$ cat src/rtl/uart_cmd_ctrl_if.sv
// Handshake bundle between the UART receiver, the frame assembler and the command consumer.
// The slave side is the assembler; the master side is whatever drives rx bytes and acks commands.
interface uart_cmd_ctrl_if #(
    parameter int NUM_BYTES = 2
);
    logic                   rdy;
    logic [7:0]             rx_data;
    logic                   clr_rdy;
    logic [8*NUM_BYTES-1:0] cmd;
    logic                   cmd_rdy;
    logic                   clr_cmd_rdy;
    logic                   overrun;
    logic                   timeout;

    modport master (
        output rdy, rx_data, clr_cmd_rdy,
        input  clr_rdy, cmd, cmd_rdy, overrun, timeout
    );

    modport slave (
        input  rdy, rx_data, clr_cmd_rdy,
        output clr_rdy, cmd, cmd_rdy, overrun, timeout
    );
endinterface

$ cat src/rtl/uart_cmd_ctrl.sv
// Assembles NUM_BYTES received UART bytes into one command word, first byte in the MSBs,
// with an inter-byte timeout for partial frames and overrun flagging for unacknowledged commands.
module uart_cmd_ctrl #(
    parameter int NUM_BYTES   = 2,
    parameter int TIMEOUT_CYC = 78120
) (
    input logic            clk,
    input logic            rst_n,
    uart_cmd_ctrl_if.slave bus
);

    localparam int CMD_W = 8 * NUM_BYTES;
    localparam int CNT_W = $clog2(TIMEOUT_CYC) + 1;
    localparam int BC_W  = 3;

    typedef enum logic {IDLE, COLLECT} state_t;

    state_t             state_q, state_d;
    logic [BC_W-1:0]    byte_cnt_q;
    logic [CNT_W-1:0]   to_cnt_q;
    logic [CMD_W-1:0]   asm_q;
    logic [CMD_W-1:0]   asm_next;
    logic               last_byte;
    logic               tc_hit;
    logic               load_cmd;
    logic               drop_frame;

    // Size cast keeps the low CMD_W bits, so this also covers NUM_BYTES == 1.
    assign asm_next  = CMD_W'({asm_q, bus.rx_data});
    assign last_byte = bus.rdy && (byte_cnt_q == BC_W'(NUM_BYTES - 1));
    // A byte arriving on the terminal-count cycle wins over the timeout.
    assign tc_hit    = (state_q == COLLECT) && !bus.rdy && (to_cnt_q == CNT_W'(TIMEOUT_CYC - 1));

    // NOTE: sequential state uses non-blocking assignments so every register samples pre-edge values.
    always_ff @(posedge clk or negedge rst_n) begin
        if (!rst_n) state_q <= IDLE;
        else        state_q <= state_d;
    end

    always_comb begin
        // NOTE: default first so no path through this block leaves state_d unassigned (no latch).
        state_d = state_q;
        unique case (state_q)
            IDLE:    if (bus.rdy && !last_byte) state_d = COLLECT;
            COLLECT: if (last_byte || tc_hit)   state_d = IDLE;
            default: state_d = IDLE;
        endcase
    end

    always_comb begin
        bus.clr_rdy = bus.rdy;
        load_cmd    = last_byte && (!bus.cmd_rdy || bus.clr_cmd_rdy);
        drop_frame  = last_byte && bus.cmd_rdy && !bus.clr_cmd_rdy;
    end

    // NOTE: every register here is a plain flop, so all of them are reset; nothing is left to power-up value.
    always_ff @(posedge clk or negedge rst_n) begin
        if (!rst_n) begin
            byte_cnt_q  <= '0;
            to_cnt_q    <= '0;
            asm_q       <= '0;
            bus.cmd     <= '0;
            bus.cmd_rdy <= 1'b0;
            bus.overrun <= 1'b0;
            bus.timeout <= 1'b0;
        end else begin
            bus.overrun <= drop_frame;
            bus.timeout <= tc_hit;

            if (last_byte || tc_hit) byte_cnt_q <= '0;
            else if (bus.rdy)        byte_cnt_q <= byte_cnt_q + 1'b1;

            if (tc_hit)       asm_q <= '0;
            else if (bus.rdy) asm_q <= asm_next;

            // Idle clocks are only counted while a frame is partially collected.
            if (state_q == COLLECT && !bus.rdy && !tc_hit) to_cnt_q <= to_cnt_q + 1'b1;
            else                                          to_cnt_q <= '0;

            if (load_cmd) begin
                bus.cmd     <= asm_next;
                bus.cmd_rdy <= 1'b1;
            end else if (bus.clr_cmd_rdy) begin
                bus.cmd_rdy <= 1'b0;
            end
        end
    end

endmodule

$ cat src/flat_wrapper.sv
// flat-port wrapper written by rule: the top's interface ports become plain ports
module uart_cmd_ctrl_flat 
#(
    parameter int NUM_BYTES   = 2,
    parameter int TIMEOUT_CYC = 78120
)
  (clk, rst_n, bus_rdy, bus_rx_data, bus_clr_cmd_rdy, bus_clr_rdy, bus_cmd, bus_cmd_rdy, bus_overrun, bus_timeout);
  uart_cmd_ctrl_if #(.NUM_BYTES(NUM_BYTES)) bus_i ();
  input logic clk;
  input logic rst_n;
  input wire logic [$bits(bus_i.rdy)-1:0] bus_rdy;
  input wire logic [$bits(bus_i.rx_data)-1:0] bus_rx_data;
  input wire logic [$bits(bus_i.clr_cmd_rdy)-1:0] bus_clr_cmd_rdy;
  output wire logic [$bits(bus_i.clr_rdy)-1:0] bus_clr_rdy;
  output wire logic [$bits(bus_i.cmd)-1:0] bus_cmd;
  output wire logic [$bits(bus_i.cmd_rdy)-1:0] bus_cmd_rdy;
  output wire logic [$bits(bus_i.overrun)-1:0] bus_overrun;
  output wire logic [$bits(bus_i.timeout)-1:0] bus_timeout;
  assign bus_i.rdy = bus_rdy;
  assign bus_i.rx_data = bus_rx_data;
  assign bus_i.clr_cmd_rdy = bus_clr_cmd_rdy;
  assign bus_clr_rdy = bus_i.clr_rdy;
  assign bus_cmd = bus_i.cmd;
  assign bus_cmd_rdy = bus_i.cmd_rdy;
  assign bus_overrun = bus_i.overrun;
  assign bus_timeout = bus_i.timeout;
  uart_cmd_ctrl #(.NUM_BYTES(NUM_BYTES), .TIMEOUT_CYC(TIMEOUT_CYC)) u_core (.clk(clk), .rst_n(rst_n), .bus(bus_i));
endmodule
$ cat config.mk
export PLATFORM = sky130hd
export DESIGN_NAME = uart_cmd_ctrl_flat
export DESIGN_NICKNAME = d
export VERILOG_FILES = /design/src/rtl/uart_cmd_ctrl_if.sv /design/src/rtl/uart_cmd_ctrl.sv /design/src/flat_wrapper.sv
export SDC_FILE = /design/constraint.sdc
export NUM_CORES = 1
export LEC_CHECK = 0
export BUFFER_PORTS_ARGS = -buffer_cell sky130_fd_sc_hd__buf_2
export CORE_MARGIN = 2
export CORE_UTILIZATION = 60
export DETAILED_ROUTE_END_ITERATION = 7
export HOLD_SLACK_MARGIN = 0.06
export PLACE_DENSITY = 0.85
export SYNTH_ARGS = -nofsm -noshare
export SYNTH_HDL_FRONTEND = slang
export SYNTH_SLANG_ARGS = --single-unit
$ cat constraint.sdc
create_clock -name clk -period 2.7 [get_ports clk]
set_input_delay 0.135 -clock clk [delete_from_list [all_inputs] [get_ports clk]]
set_output_delay 0.135 -clock clk [all_outputs]
set_load 0.05 [all_outputs]
==> metrics, run 1 <==
CP Max Fanout 16; IO Port Bufs 31; Setup Skew 0.00817 ns; EDFF count, synth 0; post-synthesis simple-gate area fraction 19.3%; relative slew slack 31.2%; setup_tns 0 ns; post-synthesis average cell area 11.9 sq um; H-tree depth 2; final core utilization 68.1%; Mapped Area 2220 sq um; reported leakage power 1.10 nW; Total Wirelength 3690 um; GPL Wtd Cong 0.834; mux share of post-synthesis cell area 13.1%; post-synth top area cell dfrtp_1; Slew Viols, Final 0; number of post-CTS setup repair buffers 0; CTS tree yes; Seq/Total Area, Yosys 55.3%; Compound-Gate Fraction of Synth Area 0.620%; syn_nets 202; post-DP HPWL 2560 um; Max Freq 0.488 GHz; dominant synthesized flop cell dfrtp_1; unrepaired setup endpoints after global routing no; die width 64.8 um; Vias 1422; Startpoint Class register; initial antenna violation count 0; worst-margin pin slew 1.03 ns; post-placement setup slack 0.666 ns; largest family of logic cells by synthesized area simple AND/OR/NAND/NOR gates; Synth top cells by count dfrtp_1 (49), nor2_1 (35), mux2_2 (17), xnor2_1 (13), mux2i_1 (10); diode count 0; vias per inst 5.33; starting density of the core 61.5%; fin crit period 2.05 ns; Hold Fails Final Rpt 0; Die H 64.8 um; grt ovf 0; synth warn 0; vias in the first global route 1412; share of the synthesized area in the top cell type 55.3%; worst setup margin 0.650 ns; CTS Root Cell clkbuf_8; Overall Global Routing Usage 20.5%; FILL cells 287; # Max-Cap Violations 0; final setup fails 0; Die ar. 4200 sq um; critical path capture point type register; Core ar. 3610 sq um; Final Cycle Share 75.9%; worst vdd ir 0.540 mV; Yosys cell types 30; Worst-path clk slew 0.09 ns; Hold Crit Class primary input to register; TritonCTS Sinks 49; critical path class register to register; Pwr Density 942 nW/um^2; FP Rows 22; I/O pin cnt 32; final net count 233; Clock Tree Buf Depth 2; Starting DRT DRC Count 70; run status completed; WL/cell 13.8 um; synthesis-to-layout area growth 10.7%; flop and latch count out of synthesis 49; first-pass GRT wire length 6470 um; xor/xnor share of the synthesized area 5.92%; number of nets with antenna violations after routing 0; worst endpoint required time 2.88 ns; Arrival @ worst endpoint 2.23 ns; total CTS buffers 5; Async SR Flop Fraction 100%; Post-Syn Instances 187; DRC 0; share of post-route cells with drive strength above 1 27.4%; synth top area cells dfrtp_1 (55%), mux2_2 (8.6%), nor2_1 (5.9%); Synth Area in Adders 1.69%; dominant cell by count in the synthesized netlist dfrtp_1; Clock Latency Late Sink 0.29 ns; first-pass iteration count of the detailed router 4; largest net degree at the start of global routing 50
==> cell families (layout without fill, tap and decap cells) <==
group,Yosys count,after routing
adder cells (fa/ha/maj),3,3
XOR/XNOR,15,15
multiplexers,27,27
buffers and inverters,12,44
AND/OR/NAND/NOR,79,79
flip-flops,49,49
AO/OA/AOI/OAI,2,2
==> worst paths after layout <==
| path | from | cells after the start | to | slack [ns] |
|---|---|---|---|---|
| min reg2reg | u_core.bus.cmd[3]$_DFFE_PN0P_ | 1 | u_core.bus.cmd[3]$_DFFE_PN0P_ | 0.51 |
| min in group asynchronous | rst_n | 2 | u_core.asm_q[7]$_DFFE_PN0P_ | 0.55 |
| max reg2reg | u_core.byte_cnt_q[1]$_DFFE_PN0P_ | 5 | u_core.bus.cmd[5]$_DFFE_PN0P_ | 0.65 |
| max in group asynchronous | rst_n | 2 | u_core.asm_q[5]$_DFFE_PN0P_ | 1.50 |
| max | u_core.byte_cnt_q[1]$_DFFE_PN0P_ | 5 | u_core.bus.cmd[5]$_DFFE_PN0P_ | 0.65 |
| min | bus_rx_data[4] | 2 | u_core.bus.cmd[4]$_DFFE_PN0P_ | 0.09 |
==> worst max-delay path, cell delays in order, from the launching register on <==
cell and delay, ns:
dfrtp_1 0.40, inv_1 0.06, ha_1 0.15, nor2b_1 0.24, and3_1 0.66, mux2_2 0.41
==> layer usage <==
layer | part of all wire (%) | vias to the layer above | track usage (%)
li1 | - | 695 | -
met1 | 46 | 702 | 28.4
met2 | 50 | 18 | 32.7
met3 | 2.7 | 7 | 3.65
met4 | 1.5 | 0 | 7.18
met5 | 0 | - | 0
==> layout by cell type (no fill, tap or decap) <==
cell type,instances
nand4_1,4
and4b_1,1
nor4_4,1
nand3_1,6
nor3_2,1
dlygate4sd3_1,1
xnor2_1,13
nand2b_1,3
nand2_1,9
nor4_2,1
nand4bb_1,2
clkbuf_8,5
mux2i_1,10
nor3_1,7
buf_2,31
a31o_1,1
ha_1,3
nor2_1,35
inv_1,4
mux2_2,17
and4_1,1
nand3_2,1
xor2_1,2
and3_1,1
clkbuf_1,1
a21oi_1,1
dfrtp_1,49
nor4_1,4
clkinvlp_4,2
nor2b_1,1
nand4_4,1
==> sequential cells by signal, summed over array words and instances, names as in the netlist <==
register and flops:
u_core.to_cnt_q 18, u_core.bus.cmd_rdy 1, u_core.bus.timeout 1, u_core.state_q 1, u_core.asm_q 8, u_core.bus.overrun 1
u_core.byte_cnt_q 3, u_core.bus.cmd 16
==> report_power, final <==
| part | leakage (nW) | internal, mW | switching [mW] |
|---|---|---|---|
| logic | 0.436 | 0.260 | 0.648 |
| clock network | 0.0374 | 0.182 | 0.227 |
| registers | 0.624 | 0.902 | 0.0944 |
==> layout make-up <==
class / instances / area [sq um] / share of cell area (%)
clock buffer: 6 / 72.6 / 2.95
clock inverter: 2 / 15.0 / 0.611
inverter: 4 / 15.0 / 0.611
multi-input combinational: 126 / 902 / 36.7
sequential: 49 / 1230 / 49.9
tap: 48 / 60.1 / 2.45
timing repair buffer: 32 / 165 / 6.72
==> stage by stage <==
stage                     hold WS (ns)  power, mW  cell area [sq um]  cells
after floorplan                 -0.161       1.73               2220    187
after global placement           0.378       1.90               2360    258
after CTS                       0.0802       2.34               2460    267
final                           0.0870       2.31               2460    267
after global routing            0.0771       2.44               2460    267
after detailed placement         0.381       1.93               2360    258
==> repair_timing <==
action	CTS	global route
endpoints found under the hold margin	49	0
hold buffers	1	0
gates resized for setup	0	0
(Power assumes the default switching activity.)
==> inputs of run 2 (changes only) <==
- CORE_UTILIZATION: 60 -> 56
- PLACE_DENSITY: 0.85 -> 0.8
- clock period: 2.7 -> 1.9 ns (I/O delays scaled with it)
==> metrics, run 2 (same netlist as run 1, synthesis figures left out) <==
total CTS buffers 5 (unchanged); first-pass iteration count of the detailed router 4 (unchanged); final setup fails 0 (unchanged); Die ar. 4480 sq um (+6.7%); Largest register FFs 18 (unchanged); Startpoint Class register; Setup Skew 0.00660 ns (-0.00158 ns); relative slew slack 60.6% (+29 points); Final Cycle Share 90.3% (+14 points); final net count 246 (+5.6%); most frequent cells in the layout dfrtp_1 (49), nor2_1 (35), buf_2 (31); share of post-route cells with drive strength above 1 28.9% (+1.5 points); Hold Path Origin bus_clr_cmd_rdy; Worst-path clk slew 0.09 ns (about the same); initial antenna violation count 0 (unchanged); R2R Setup Slk 0.18 ns (-0.47 ns); diode count 0 (unchanged); starting density of the core 59.3% (-2.3 points); WL/cell 14.1 um (+2.3%); largest net degree at the start of global routing 50 (unchanged); CTS Root Cell clkbuf_8; hold-critical path depth 3 (+1); setup_tns 0 ns (unchanged); I/O pin cnt 32 (unchanged); Starting DRT DRC Count 62 (-11%); number of nets with antenna violations after routing 0 (unchanged); Vias 1499 (+5.4%); Reg2Reg Depth 5 (unchanged); r2r startpoint u_core.to_cnt_q[0]$_DFF_PN0_; Die H 66.9 um (+3.3%); Core ar. 3740 sq um (+3.8%); number of post-CTS setup repair buffers 0 (unchanged); CTS tree yes; critical path class register to register; DRC 0 (unchanged); Pwr Density 1350 nW/um^2 (+43%); run status completed; Slew Viols, Final 0 (unchanged); CP Max Fanout 11 (-5); Total Wirelength 3960 um (+7.2%); worst-margin pin slew 0.591 ns (-0.441 ns); Clock Tree Buf Depth 2 (unchanged); Hold Crit Endpoint u_core.bus.overrun$_DFF_PN0_; Hold Fails Final Rpt 0 (unchanged); H-tree depth 2 (unchanged); GPL Wtd Cong 0.883 (+5.8%); vias in the first global route 1520 (+7.6%); Arrival @ worst endpoint 1.90 ns (-0.33 ns); fin crit period 1.72 ns (-0.333 ns); worst vdd ir 1.16 mV (+110%); slowest stage delay, CP 0.44 ns (-0.22 ns); # Max-Cap Violations 0 (unchanged); first-pass GRT wire length 6690 um (+3.3%); Clock Latency Late Sink 0.30 ns (about the same); post-DP HPWL 2660 um (+4.2%); most common cell after layout, fill and taps aside dfrtp_1; synthesis-to-layout area growth 18.1%; TritonCTS Sinks 49 (unchanged); unrepaired setup endpoints after global routing no; die width 66.9 um (+3.3%); Hold Slack 0.0809 ns (-0.00608 ns); largest reg by FF count u_core.to_cnt_q; grt ovf 0 (unchanged); critical path capture point type register; Largest regs u_core.to_cnt_q x18, u_core.bus.cmd x16, u_core.asm_q x8; Critical Path, Cell by Cell ha_1 > nand4bb_1 > nor3_1 > and4b_2 > nor2_1; IO Port Bufs 31 (unchanged); Hold Crit Class primary input to register; FP Rows 22 (unchanged); RR Endpoint u_core.asm_q[4]$_DFFE_PN0P_; FILL cells 277 (-3.5%); final core utilization 70.0% (+1.9 points); CP max stage cell dfrtp_1; Overall Global Routing Usage 20.3% (-0.14 points); worst endpoint required time 2.09 ns (-0.79 ns); Max Freq 0.583 GHz (+19%); vias per inst 5.35 (+0.52%); reported leakage power 1.18 nW (+7.3%)
==> run 2: per-layer routing <==
metal / vias to the layer above / wire length (um) / track usage (%)
met4: 0 / 46 / 7.65
met2: 29 / 1970 / 34.1
li1: 724 / - / -
met3: 5 / 159 / 4.56
met1: 741 / 1790 / 25.7
met5: - / 0 / 0
==> run 2: report_power, final <==
group,switching (mW),internal (mW)
logic,0.940,0.417
clock network,0.337,0.428
registers,0.122,1.28
total,1.40,2.13
==> run 2: area by class of cell <==
class	instances	area, sq um	share of cell area, %
Sequential cell	49	1230	46.8
Multi-Input combinational cell	126	903	34.5
Timing Repair Buffer	45	295	11.3
Clock buffer	6	82.6	3.15
Tap cell	48	60.1	2.29
Clock inverter	2	37.5	1.43
Inverter	4	15.0	0.573
==> run 2: worst max-delay path: cells and delay by family (launching register included) <==
kind	cells	cell delay (ns)
AND/OR/NAND/NOR	4	0.91
flip-flops	1	0.44
adder cells (fa/ha/maj)	1	0.26
==> run 2: worst max-delay path by stage <==
stage                     cells past startpoint                             to                        startpoint  slack, ns
final                                         5    u_core.asm_q[4]$_DFFE_PN0P_      u_core.to_cnt_q[0]$_DFF_PN0_       0.18
after floorplan                               7  u_core.bus.cmd[0]$_DFFE_PN0P_  u_core.byte_cnt_q[1]$_DFFE_PN0P_       0.19
after global placement                        5    u_core.asm_q[7]$_DFFE_PN0P_      u_core.to_cnt_q[0]$_DFF_PN0_       0.21
after detailed placement                      5    u_core.asm_q[0]$_DFFE_PN0P_      u_core.to_cnt_q[0]$_DFF_PN0_       0.11
after global routing                          5    u_core.asm_q[4]$_DFFE_PN0P_      u_core.to_cnt_q[0]$_DFF_PN0_       0.04
after CTS                                     5    u_core.asm_q[4]$_DFFE_PN0P_      u_core.to_cnt_q[0]$_DFF_PN0_       0.07
==> run 2: through the flow <==
stage	cells	total power, mW	area, sq um	worst slack, ns
floorplan	187	2.46	2220	0.195
global placement	263	2.74	2410	0.210
detailed placement	263	2.77	2410	0.114
CTS	280	3.56	2620	0.0719
global route	280	3.71	2620	0.0449
finish	280	3.53	2620	0.183
==> run 2: repair_timing <==
action / 4_1_cts / 5_1_grt
resized for setup: 0 / 1
hold endpoints to repair: 61 / 0
endpoints found under the setup margin: 0 / 11
hold buffers: 9 / 0
==> inputs of run 3 (changes only) <==
- RECOVER_POWER: unset -> 25
- SETUP_SLACK_MARGIN: unset -> 0.02
==> metrics, run 3 (same netlist as run 1, synthesis figures left out) <==
WL/cell 14.1 um (-0.30%); Worst-path clk slew 0.09 ns (about the same); first-pass GRT wire length 6690 um (unchanged); Arrival @ worst endpoint 1.90 ns (about the same); GPL Wtd Cong 0.883 (unchanged); post-DP HPWL 2660 um (unchanged); CP max stage cell dfrtp_1; share of post-route cells with drive strength above 1 28.4% (-0.43 points); most frequent cells in the layout dfrtp_1 (49), nor2_1 (35), buf_2 (30); placed cell area 2410 sq um (unchanged); Critical Path, Cell by Cell ha_1 > nand4bb_1 > nor3_1 > and4b_2 > nor2_1; Final Cycle Share 90.3% (about the same); Overall Global Routing Usage 20.3% (unchanged); synthesis-to-layout area growth 17.9%; critical path class register to register; CP Max Fanout 11 (unchanged); reported leakage power 1.17 nW (-0.29%); Post-Layout Cell Count 280 (unchanged); TritonCTS Sinks 49 (unchanged); Max Freq 0.583 GHz (about the same); FP Rows 22 (unchanged); vias in the first global route 1520 (unchanged); die width 66.9 um (unchanged); number of nets with antenna violations after routing 0 (unchanged); final setup fails 0 (unchanged); largest net degree at the start of global routing 50 (unchanged); # Max-Cap Violations 0 (unchanged); slowest stage delay, CP 0.44 ns (about the same); worst-margin pin slew 1.14 ns (+0.553 ns); Startpoint Class register; Starting DRT DRC Count 62 (unchanged); Slew Viols, Final 0 (unchanged); Crit. Startpoint u_core.to_cnt_q[0]$_DFF_PN0_; largest reg by FF count u_core.to_cnt_q; Largest register FFs 18 (unchanged); CTS tree yes; diode count 0 (unchanged); CTS Root Cell clkbuf_8; Largest regs u_core.to_cnt_q x18, u_core.bus.cmd x16, u_core.asm_q x8; Die H 66.9 um (unchanged); design area 2620 sq um (-0.14%); Total Wirelength 3950 um (-0.30%); Total Power 3.52 mW (about the same); setup_tns 0 ns (unchanged); starting density of the core 59.3% (unchanged); most common cell after layout, fill and taps aside dfrtp_1; I/O pin cnt 32 (unchanged); dpl cells 263 (unchanged); first-pass iteration count of the detailed router 4 (unchanged); Vias 1498 (-0.067%); Die ar. 4480 sq um (unchanged); Core ar. 3740 sq um (unchanged); worst vdd ir 1.16 mV (about the same); Reg2Reg Depth 5 (unchanged); critical path capture point type register; unrepaired setup endpoints after global routing no; grt ovf 0 (unchanged); IO Port Bufs 31 (unchanged); worst endpoint required time 2.09 ns (about the same); Setup Skew 0.00739 ns (+0.000799 ns); post-placement setup slack 0.114 ns (unchanged); vias per inst 5.35 (about the same); H-tree depth 2 (unchanged); fin crit period 1.71 ns (-0.00167 ns); R2R Setup Slk 0.19 ns (about the same); Clock Tree Buf Depth 2 (unchanged); DRC 0 (unchanged); Hold Fails Final Rpt 0 (unchanged); final core utilization 69.9% (-0.10 points); final net count 246 (unchanged); FILL cells 278 (+0.36%); Critical Path Sink u_core.asm_q[4]$_DFFE_PN0P_; initial antenna violation count 0 (unchanged); RR Endpoint u_core.asm_q[4]$_DFFE_PN0P_; worst setup margin 0.185 ns (+0.00167 ns); r2r startpoint u_core.to_cnt_q[0]$_DFF_PN0_; Pwr Density 1350 nW/um^2 (+0.12%); Hold Crit Class primary input to register; Clock Latency Late Sink 0.30 ns (about the same); total CTS buffers 5 (unchanged); relative slew slack 23.7% (-37 points); run status completed; Hold Slack 0.0780 ns (-0.00291 ns)
-- run 3: area by class of cell --
cell class                 count  area (sq um)  area share [%]
sequential                    49          1230            46.9
clock buffer                   6          82.6            3.16
multi-input combinational    126           903            34.5
tap                           48          60.1            2.30
clock inverter                 2          37.5            1.43
inverter                       4          15.0           0.574
timing repair buffer          45           292            11.1
-- run 3: what timing repair did --
item,4_1_cts,5_1_grt
resized for setup,0,1
setup buffers,0,0
endpoints found under the setup margin,0,11
hold buffers,9,0
hold endpoints to repair,61,0
-- run 3: critical path: cells and delay by family (launching register included) --
family	cells	cell delay, ns
simple gates	4	0.91
flops	1	0.44
fa+ha+maj	1	0.26
-- run 3: power breakdown --
group          switching, mW  leakage [nW]  total (mW)  internal, mW
clock network          0.337        0.0574       0.765         0.428
registers              0.122         0.624        1.40          1.28
logic                  0.940         0.493        1.36         0.416
-- run 3: worst min path at each step --
stage | start | slack, ns | end | cells past startpoint
global route | bus_clr_cmd_rdy | 0.09 | u_core.bus.overrun$_DFF_PN0_ | 3
CTS | bus_clr_cmd_rdy | 0.08 | u_core.bus.overrun$_DFF_PN0_ | 3
detailed placement | rst_n | 0.22 | u_core.to_cnt_q[14]$_DFF_PN0_ | 2
global placement | rst_n | 0.23 | u_core.to_cnt_q[13]$_DFF_PN0_ | 2
floorplan | rst_n | -0.20 | u_core.asm_q[0]$_DFFE_PN0P_ | 0
finish | bus_clr_cmd_rdy | 0.08 | u_core.bus.overrun$_DFF_PN0_ | 3
-- run 3: layer usage --
layer  global-route usage, %  vias up  share of wire, %
met4                    7.65        0               1.8
li1                        -      724                 -
met5                       0        -                 0
met1                    25.7      734                45
met2                    34.1       32                49
met3                    4.56        8               3.9
